`src/rtl/cheri_data_sram_responder.sv`:
```
// Tagged-word data-port responder: grants core load/store requests, drives a single-port
// 33-bit SRAM, clears capability tags on ordinary stores and returns in-order responses.
module cheri_data_sram_responder #(
  parameter logic [31:0] AddrBase       = 32'h200f_0000,
  parameter logic [31:0] AddrSize       = 32'h0001_0000,
  parameter int unsigned SramAw         = 14,
  parameter int unsigned ReadLatency    = 1,
  parameter int unsigned MaxOutstanding = 2
) (
  input  logic              clk_i,
  input  logic              rst_i,
  input  logic              data_req_i,
  output logic              data_gnt_o,
  input  logic              data_we_i,
  input  logic              data_is_cap_i,
  input  logic [3:0]        data_be_i,
  input  logic [31:0]       data_addr_i,
  input  logic [32:0]       data_wdata_i,
  output logic              data_rvalid_o,
  output logic [32:0]       data_rdata_o,
  output logic              data_err_o,
  input  logic              stall_i,
  output logic              sram_cs_o,
  output logic              sram_we_o,
  output logic [SramAw-1:0] sram_addr_o,
  output logic [32:0]       sram_wmask_o,
  output logic [32:0]       sram_wdata_o,
  input  logic [32:0]       sram_rdata_i
);

  localparam int unsigned CntW = $clog2(MaxOutstanding + 1);

  typedef struct packed {
    logic vld;
    logic err;
    logic is_cap;
    logic we;
  } rsp_meta_t;

  rsp_meta_t [ReadLatency-1:0] meta_q, meta_d;
  logic [CntW-1:0]             out_cnt_q, out_cnt_d;

  logic [31:0] offset;
  logic        in_range, cap_bad, req_err;
  logic        rsp_now, has_room, accept, sram_wr;
  rsp_meta_t   rsp;
  logic [32:0] rsp_data;

  assign rsp     = meta_q[ReadLatency-1];
  assign rsp_now = rsp.vld;

  // Room check credits the response leaving this cycle; depends only on state.
  assign has_room = (out_cnt_q - CntW'(rsp_now)) < CntW'(MaxOutstanding);

  assign offset   = data_addr_i - AddrBase;
  assign in_range = offset < AddrSize;
  assign cap_bad  = data_is_cap_i & ((data_addr_i[1:0] != 2'b00) | (data_be_i != 4'hF));
  assign req_err  = ~in_range | cap_bad;

  assign data_gnt_o = data_req_i & ~stall_i & ~rst_i & has_room;
  assign accept     = data_gnt_o;

  assign sram_cs_o    = accept & ~req_err;
  assign sram_wr      = sram_cs_o & data_we_i;
  assign sram_we_o    = sram_wr;
  assign sram_addr_o  = sram_cs_o ? offset[SramAw+1:2] : '0;
  assign sram_wmask_o = sram_wr ? {1'b1, {8{data_be_i[3]}}, {8{data_be_i[2]}},
                                         {8{data_be_i[1]}}, {8{data_be_i[0]}}} : '0;
  // Ordinary stores always write the tag bit as zero, even for partial writes.
  assign sram_wdata_o = sram_wr ? {data_is_cap_i & data_wdata_i[32], data_wdata_i[31:0]} : '0;

  always_comb begin
    meta_d           = meta_q;
    meta_d[0].vld    = accept;
    meta_d[0].err    = req_err;
    meta_d[0].is_cap = data_is_cap_i;
    meta_d[0].we     = data_we_i;
    for (int i = 1; i < ReadLatency; i++) begin
      meta_d[i] = meta_q[i-1];
    end
  end

  always_comb begin
    out_cnt_d = out_cnt_q;
    if (accept && !rsp_now) begin
      out_cnt_d = out_cnt_q + CntW'(1);
    end else if (!accept && rsp_now) begin
      out_cnt_d = out_cnt_q - CntW'(1);
    end
  end

  always_ff @(posedge clk_i or posedge rst_i) begin
    if (rst_i) begin
      meta_q    <= '0;
      out_cnt_q <= '0;
    end else begin
      meta_q    <= meta_d;
      out_cnt_q <= out_cnt_d;
    end
  end

  // SRAM read data arrives one cycle after select, then rides along with its entry.
  if (ReadLatency == 1) begin : g_lat1
    assign rsp_data = sram_rdata_i;
  end else begin : g_latn
    logic [ReadLatency-1:1][32:0] data_q, data_d;

    always_comb begin
      data_d    = data_q;
      data_d[1] = sram_rdata_i;
      for (int i = 2; i < ReadLatency; i++) begin
        data_d[i] = data_q[i-1];
      end
    end

    always_ff @(posedge clk_i or posedge rst_i) begin
      if (rst_i) begin
        data_q <= '0;
      end else begin
        data_q <= data_d;
      end
    end

    assign rsp_data = data_q[ReadLatency-1];
  end

  assign data_rvalid_o = rsp.vld;
  assign data_err_o    = rsp.vld & rsp.err;
  assign data_rdata_o  = (rsp.vld & ~rsp.err & ~rsp.we)
                         ? (rsp.is_cap ? rsp_data : {1'b0, rsp_data[31:0]})
                         : '0;

endmodule

```
`config.mk`:
```
export PLATFORM = sky130hd
export DESIGN_NAME = cheri_data_sram_responder
export DESIGN_NICKNAME = d
export VERILOG_FILES = /design/src/rtl/cheri_data_sram_responder.sv
export SDC_FILE = /design/constraint.sdc
export NUM_CORES = 1
export LEC_CHECK = 0
export ABC_AREA = 1
export CORE_AREA = 2 2 89 91
export DETAILED_ROUTE_END_ITERATION = 8
export DIE_AREA = 0 0 91 93
export PLACE_DENSITY = 0.69
export SYNTH_ARGS = -nofsm -noshare
export SYNTH_HDL_FRONTEND = slang
export SYNTH_SLANG_ARGS = --single-unit
```
`constraint.sdc`:
```
create_clock -name clk_i -period 2.36 [get_ports clk_i]
set_clock_uncertainty 0.2 [all_clocks]
set_input_delay 0.472 -clock clk_i [delete_from_list [all_inputs] [get_ports clk_i]]
set_output_delay 0.472 -clock clk_i [all_outputs]
set_load 0.02 [all_outputs]
```
## Yosys cells after proc, flatten, opt, wreduce, memory -nomap -nowiden

Index checks and enable logic that the tools add are counted.

- $lt $le $gt $ge: 2
- Equal/unequal tests: 1
- Multiplexer cells: 7
- Bitwise gates (word level): 18
- Reduce and logical (&&, ||, !) cells: 6
- Add/subtract/negate cells: 4

Operators by type and width:

| kind | number |
|---|---|
| 33-bit 2-to-1 mux | 4 |
| 32-bit by 17-bit less-than comparator with 1-bit output, second input constant | 1 |
| 32-bit by 30-bit subtractor with 32-bit output, second input constant | 1 |
| 14-bit 2-to-1 mux | 1 |
| 1-bit bitwise AND | 10 |
| 1-bit inverter | 6 |
| 2-bit 2-to-1 mux | 2 |
| 4-bit inequality test, second input constant | 1 |
| 2-bit nonzero test | 2 |
| 2-bit by 1-bit adder with 2-bit output, second input constant | 1 |
| 1-bit logical AND | 2 |
| 1-bit logical NOT | 2 |
| 2-bit less-than comparator, second input constant | 1 |
| 1-bit OR | 2 |
| 2-bit by 1-bit subtractor with 2-bit output | 1 |
| 2-bit by 1-bit subtractor with 2-bit output, second input constant | 1 |

- Bits of input ports: 108
- Output and inout port bits: 118
- Register bits: 6

## Logic depth before layout (Yosys ltp)

- Depth in word-level cells: 8
- Depth in mapped cells: 11

## Worst setup path after synthesis

Ideal clock, no wire load.

- Kind: input to output
- Start: input stall_i
- End: output sram_wmask_o[10]
- Stages on the path: 7
- Data required time: 1.688 ns
- Arrival time: 2.199 ns
- Setup slack: -0.511 ns
- Cells stage by stage: nor2_1 nand2_1 nor3_2 nand4_1 buf_4 nor2_1 buf_4

- Longest elaborated chain between the ends: 7

RTL lines:

| item | RTL line | RTL |
|---|---|---|
| from (decl) | 22 | `input logic stall_i,` |
| 1-bit inverter | 60 | `assign data_gnt_o = data_req_i & ~stall_i & ~rst_i & has_room;` |
| 1-bit bitwise AND (3 in series) | 60 |  |
| net data_gnt_o | 13 | `output logic data_gnt_o,` |
| 1-bit bitwise AND | 63 | `assign sram_cs_o = accept & ~req_err;` |
| 1-bit bitwise AND | 64 | `assign sram_wr = sram_cs_o & data_we_i;` |
| 33-bit 2-to-1 mux | 67 | `assign sram_wmask_o = sram_wr ? {1'b1, {8{data_be_i[3]}}, {8{data_be_i[2]}},` |
| to (decl) | 26 | `output logic [32:0] sram_wmask_o,` |

The timed path passes the listed nets, and every way through them passes these cells.

## Worst setup path in the final report

- Start: input data_addr_i[0]
- End: output sram_wmask_o[26]

- Longest elaborated chain between the ends: 8

RTL lines:

| item | RTL line | RTL |
|---|---|---|
| from (decl) | 17 | `input logic [31:0] data_addr_i,` |
| 32-bit by 30-bit subtractor with 32-bit output / 2-bit nonzero test (equally long branches) | 55, 57 |  |
| 32-bit by 17-bit less-than comparator with 1-bit output / 1-bit OR (equally long branches) | 56, 57 |  |
| 1-bit inverter / 1-bit bitwise AND (equally long branches) | 58, 57 |  |
| 1-bit OR * | 58 | `assign req_err = ~in_range \| cap_bad;` |
| 1-bit inverter * | 63 |  |
| 1-bit bitwise AND * | 63 |  |
| 1-bit bitwise AND * | 64 |  |
| 33-bit 2-to-1 mux * | 67 |  |

Mark *: on every way between the ends. The rest lies on a longest branch, timed or not.

==> run_results.csv <==
group,metric,value,unit
clock_network,cts_sinks,6,
timing,hold_ws,-14.1,ps
timing,maxClockFrequency,0.404,GHz
yosys,post_synth_and_or_nand_nor_area_fraction,38.2,%
setup_path,cp_slowest_stage_delay,180,ps
yosys,ys_types,20,
timing,finalWorstSetupSlack,-115,ps
layout,finish.net_count,598,
timing,worst-slew-pin-transition,237,ps
route,drt_pass1_iterations,4,
layout,diodes,0,
power_and_ir_drop,power.ir.vdd_worst,0.0936,mV
setup_path,cpLargestDelayFamily,"buffers and inverters",
global_route,vias_in_the_first_global_route,2217,
die,die_width,91,um
layout,area.growth.synth_to_final,200,%
timing,max-slew-margin-rel,84.2,%
route,route.antenna.remaining_nets,0,
die,core.rowCount,32,
route,drc,0,
yosys,synth_mux_area_share,0,%
global_route,grt_start_max_net_pins,34,
setup_path,cp_cell_sequence,"clkdlybuf4s15_1 -> nor2_1 -> a21oi_2 -> nor2_2 -> nand4_1 -> buf_6 -> buf_16 -> nor2_4 -> buf_12 -> buf_6",
setup_path,critical_path_buffer_and_inverter_count,5,
global_route,grt_first_pass_wirelength,10.2,mm
power_and_ir_drop,power.density,165,nW/um^2
yosys,synth_area_per_cell,5.06,um^2
yosys,post_synth_fa_ha_maj_area_fraction,0.934,%
power_and_ir_drop,p_total,661,uW
route,wl,6.79,mm
layout,most_common_cell_after_layout_fill_and_taps_aside,"inv_1",
status,failed_checks,"negative hold slack, negative setup slack",
route,drt-initial-drc-count,16,
route,route.vias.total,2212,
route,wire_per_inst,11.5,um
die,floorplan.die.height,93,um
power_and_ir_drop,power.leakage,0.00221,uW
die,io-pin-count,226,
die,core_region_area,7530,um^2
setup_path,worstSetupStartpointType,"input pin",
setup_path,r2r.worst_path.cells,8,
yosys,synth_compound_area_share,1.49,%
setup_path,worst_ep_arrival_time,1800,ps
timing,unrepaired_setup_endpoints_after_global_routing,"true",
run,cap_viol_max_count,0,
clock_network,clock_insertion_delay_worst_skew,220,ps
timing,fin_crit,2470,ps
setup_path,required,1690,ps
timing,endpoints_failing_setup,64,
placement,placed_area,3630,um^2
setup_path,critical_path.most_common_cell,"buf_6",
yosys,synth_seq_area_share,11.2,%
status,run_status,"finished with violations",
yosys,synthesized_netlist_net_count,374,
layout,fraction_of_final_layout_cells_with_drive_strength_greater_than_1,46.3,%
die,die_area,8460,um^2
yosys,dominant_combinational_cell_family_by_area_after_synthesis,"buffers and inverters",
yosys,netlist_instances,265,
setup_path,reg2reg_setup_slack,450,ps
setup_path,crit_type,"input pin to output pin",
yosys,synth_xor_area_share,1.31,%
die,start_util,17.8,%
global_route,globalRouteOverflowTotal,0,
placement,gp_congestion,0.750,
clock_network,path_clk_slew,40,ps
setup_path,kind_of_end_point_of_the_critical_path,"output pin",
placement,post-dp-hpwl,5.08,mm
setup_path,r2r-end,"out_cnt_q[1]",
yosys,yosys_register_bits,6,
clock_network,cts_buffer_depth,2,
yosys,mappedNetlistArea,1340,um^2
setup_path,r2r-start,"data_rvalid_o",
min_path,hold_path.class,"input pin to async pin",
global_route,grt_use_total,14.5,%
clock_network,tritoncts_clock_tree,"done",
timing,finalHoldViolCount,6,
setup_path,crit_fanout,7,
route,post_drt_via_cell_ratio,3.75,
timing,finalMaxSlewViolations,0,
layout,most-common-layout-cells,"inv_1 (92), clkdlybuf4s50_1 (84), buf_6 (65)",
global_route,initial_antenna_violation_count,0,
yosys,synth_warnings,0,
layout,final_core_utilization,53.3,%
clock_network,cts_buffers,3,
placement,io_buffers,225,
clock_network,htree_levels,1,
timing,share_of_the_cycle_needed_by_the_critical_path_after_routing,105,%
layout,fin_area,4010,um^2
clock_network,cts.hold.buffers_added,0,
setup_path,timing.critical_path.slowest_stage_cell,"clkdlybuf4s15_1",
clock_network,ctsRootBufferMaster,"clkbuf_8",
[stage by stage]
| stage | setup TNS (ps) | setup WS (ps) | instances |
|---|---|---|---|
| final | -5040 | -115 | 590 |
| after global routing | -12260 | -217 | 590 |
| after CTS | -13340 | -282 | 590 |
| after detailed placement | -70010 | -902 | 568 |
| after global placement | -69240 | -890 | 568 |
| after floorplan | -711 | -29.4 | 265 |
[cells in the mapped netlist, drive strengths merged]
master  count  area [um^2]
nor2       98          418
ha          1         12.5
xor2        1         8.76
nand4       1         6.26
a21oi       3         15.0
nor3        2         15.0
o21ai       1         5.00
nand2      15         56.3
buf        33          253
inv        95          357
dfrtp       6          150
xnor2       1         8.76
clkbuf      5         18.8
or3         1         6.26
nand3       2         10.0
[layout make-up]
class	count	area, um^2
fill	740	3510
timing repair buffer	257	2490
multi-input combinational	126	838
inverter	95	360
sequential	6	151
tap	102	128
clock buffer	4	45.0
[flip-flops by register name, indices dropped and copies added (netlist names)]
signal / count
meta_q: 3
data_rvalid_o: 1
out_cnt_q: 2
[where the power goes]
group	switching, uW	total [uW]	internal (uW)
sequential	15.2	139	123
clock	41.7	158	116
combinational	134	365	231
total	191	661	470
[kinds of logic (layout without fill, tap and decap cells)]
logic type / after synthesis / count (layout)
buf+inv: 133 / 356
simple gates: 119 / 119
flops: 6 / 6
fa+ha+maj: 1 / 1
compound gates: 4 / 4
xor+xnor: 2 / 2
[per-layer routing]
metal  vias up  GRT usage, %  share of wire, %
li1       1123             -                 -
met1       947          16.0                37
met2       138          27.7                53
met3         4          3.46               9.7
met4         0          3.79              0.71
met5         -             0                 0
[how the worst max path moves through the flow]
stage                     cells past startpoint  slack, ps                to             from
after floorplan                               7        -30  sram_wmask_o[10]          stall_i
after global routing                         12       -220  sram_wmask_o[26]  data_addr_i[27]
after CTS                                    10       -280  sram_wdata_o[15]    data_rvalid_o
after global placement                       11       -890  sram_wmask_o[16]  data_addr_i[29]
after detailed placement                     11       -900  sram_wmask_o[12]  data_addr_i[29]
final                                        10       -110  sram_wmask_o[26]   data_addr_i[0]
[worst reg2reg max path, cell delays in order, from the launching register on]
cell and delay [ps]:
dfrtp_2 390, buf_4 150, a21oi_4 160, nor3_4 50, buf_4 150, ha_1 300, a21oi_1 110, o21ai_0 100
xor2_1 160
[repair_timing]
item	4_1_cts	5_1_grt
pin swaps	20	20
setup buffers	14	3
resized for setup	626	116
endpoints found under the setup margin	116	116
gates cloned	5	1
Note: power is estimated with default switching activity, not from simulation.
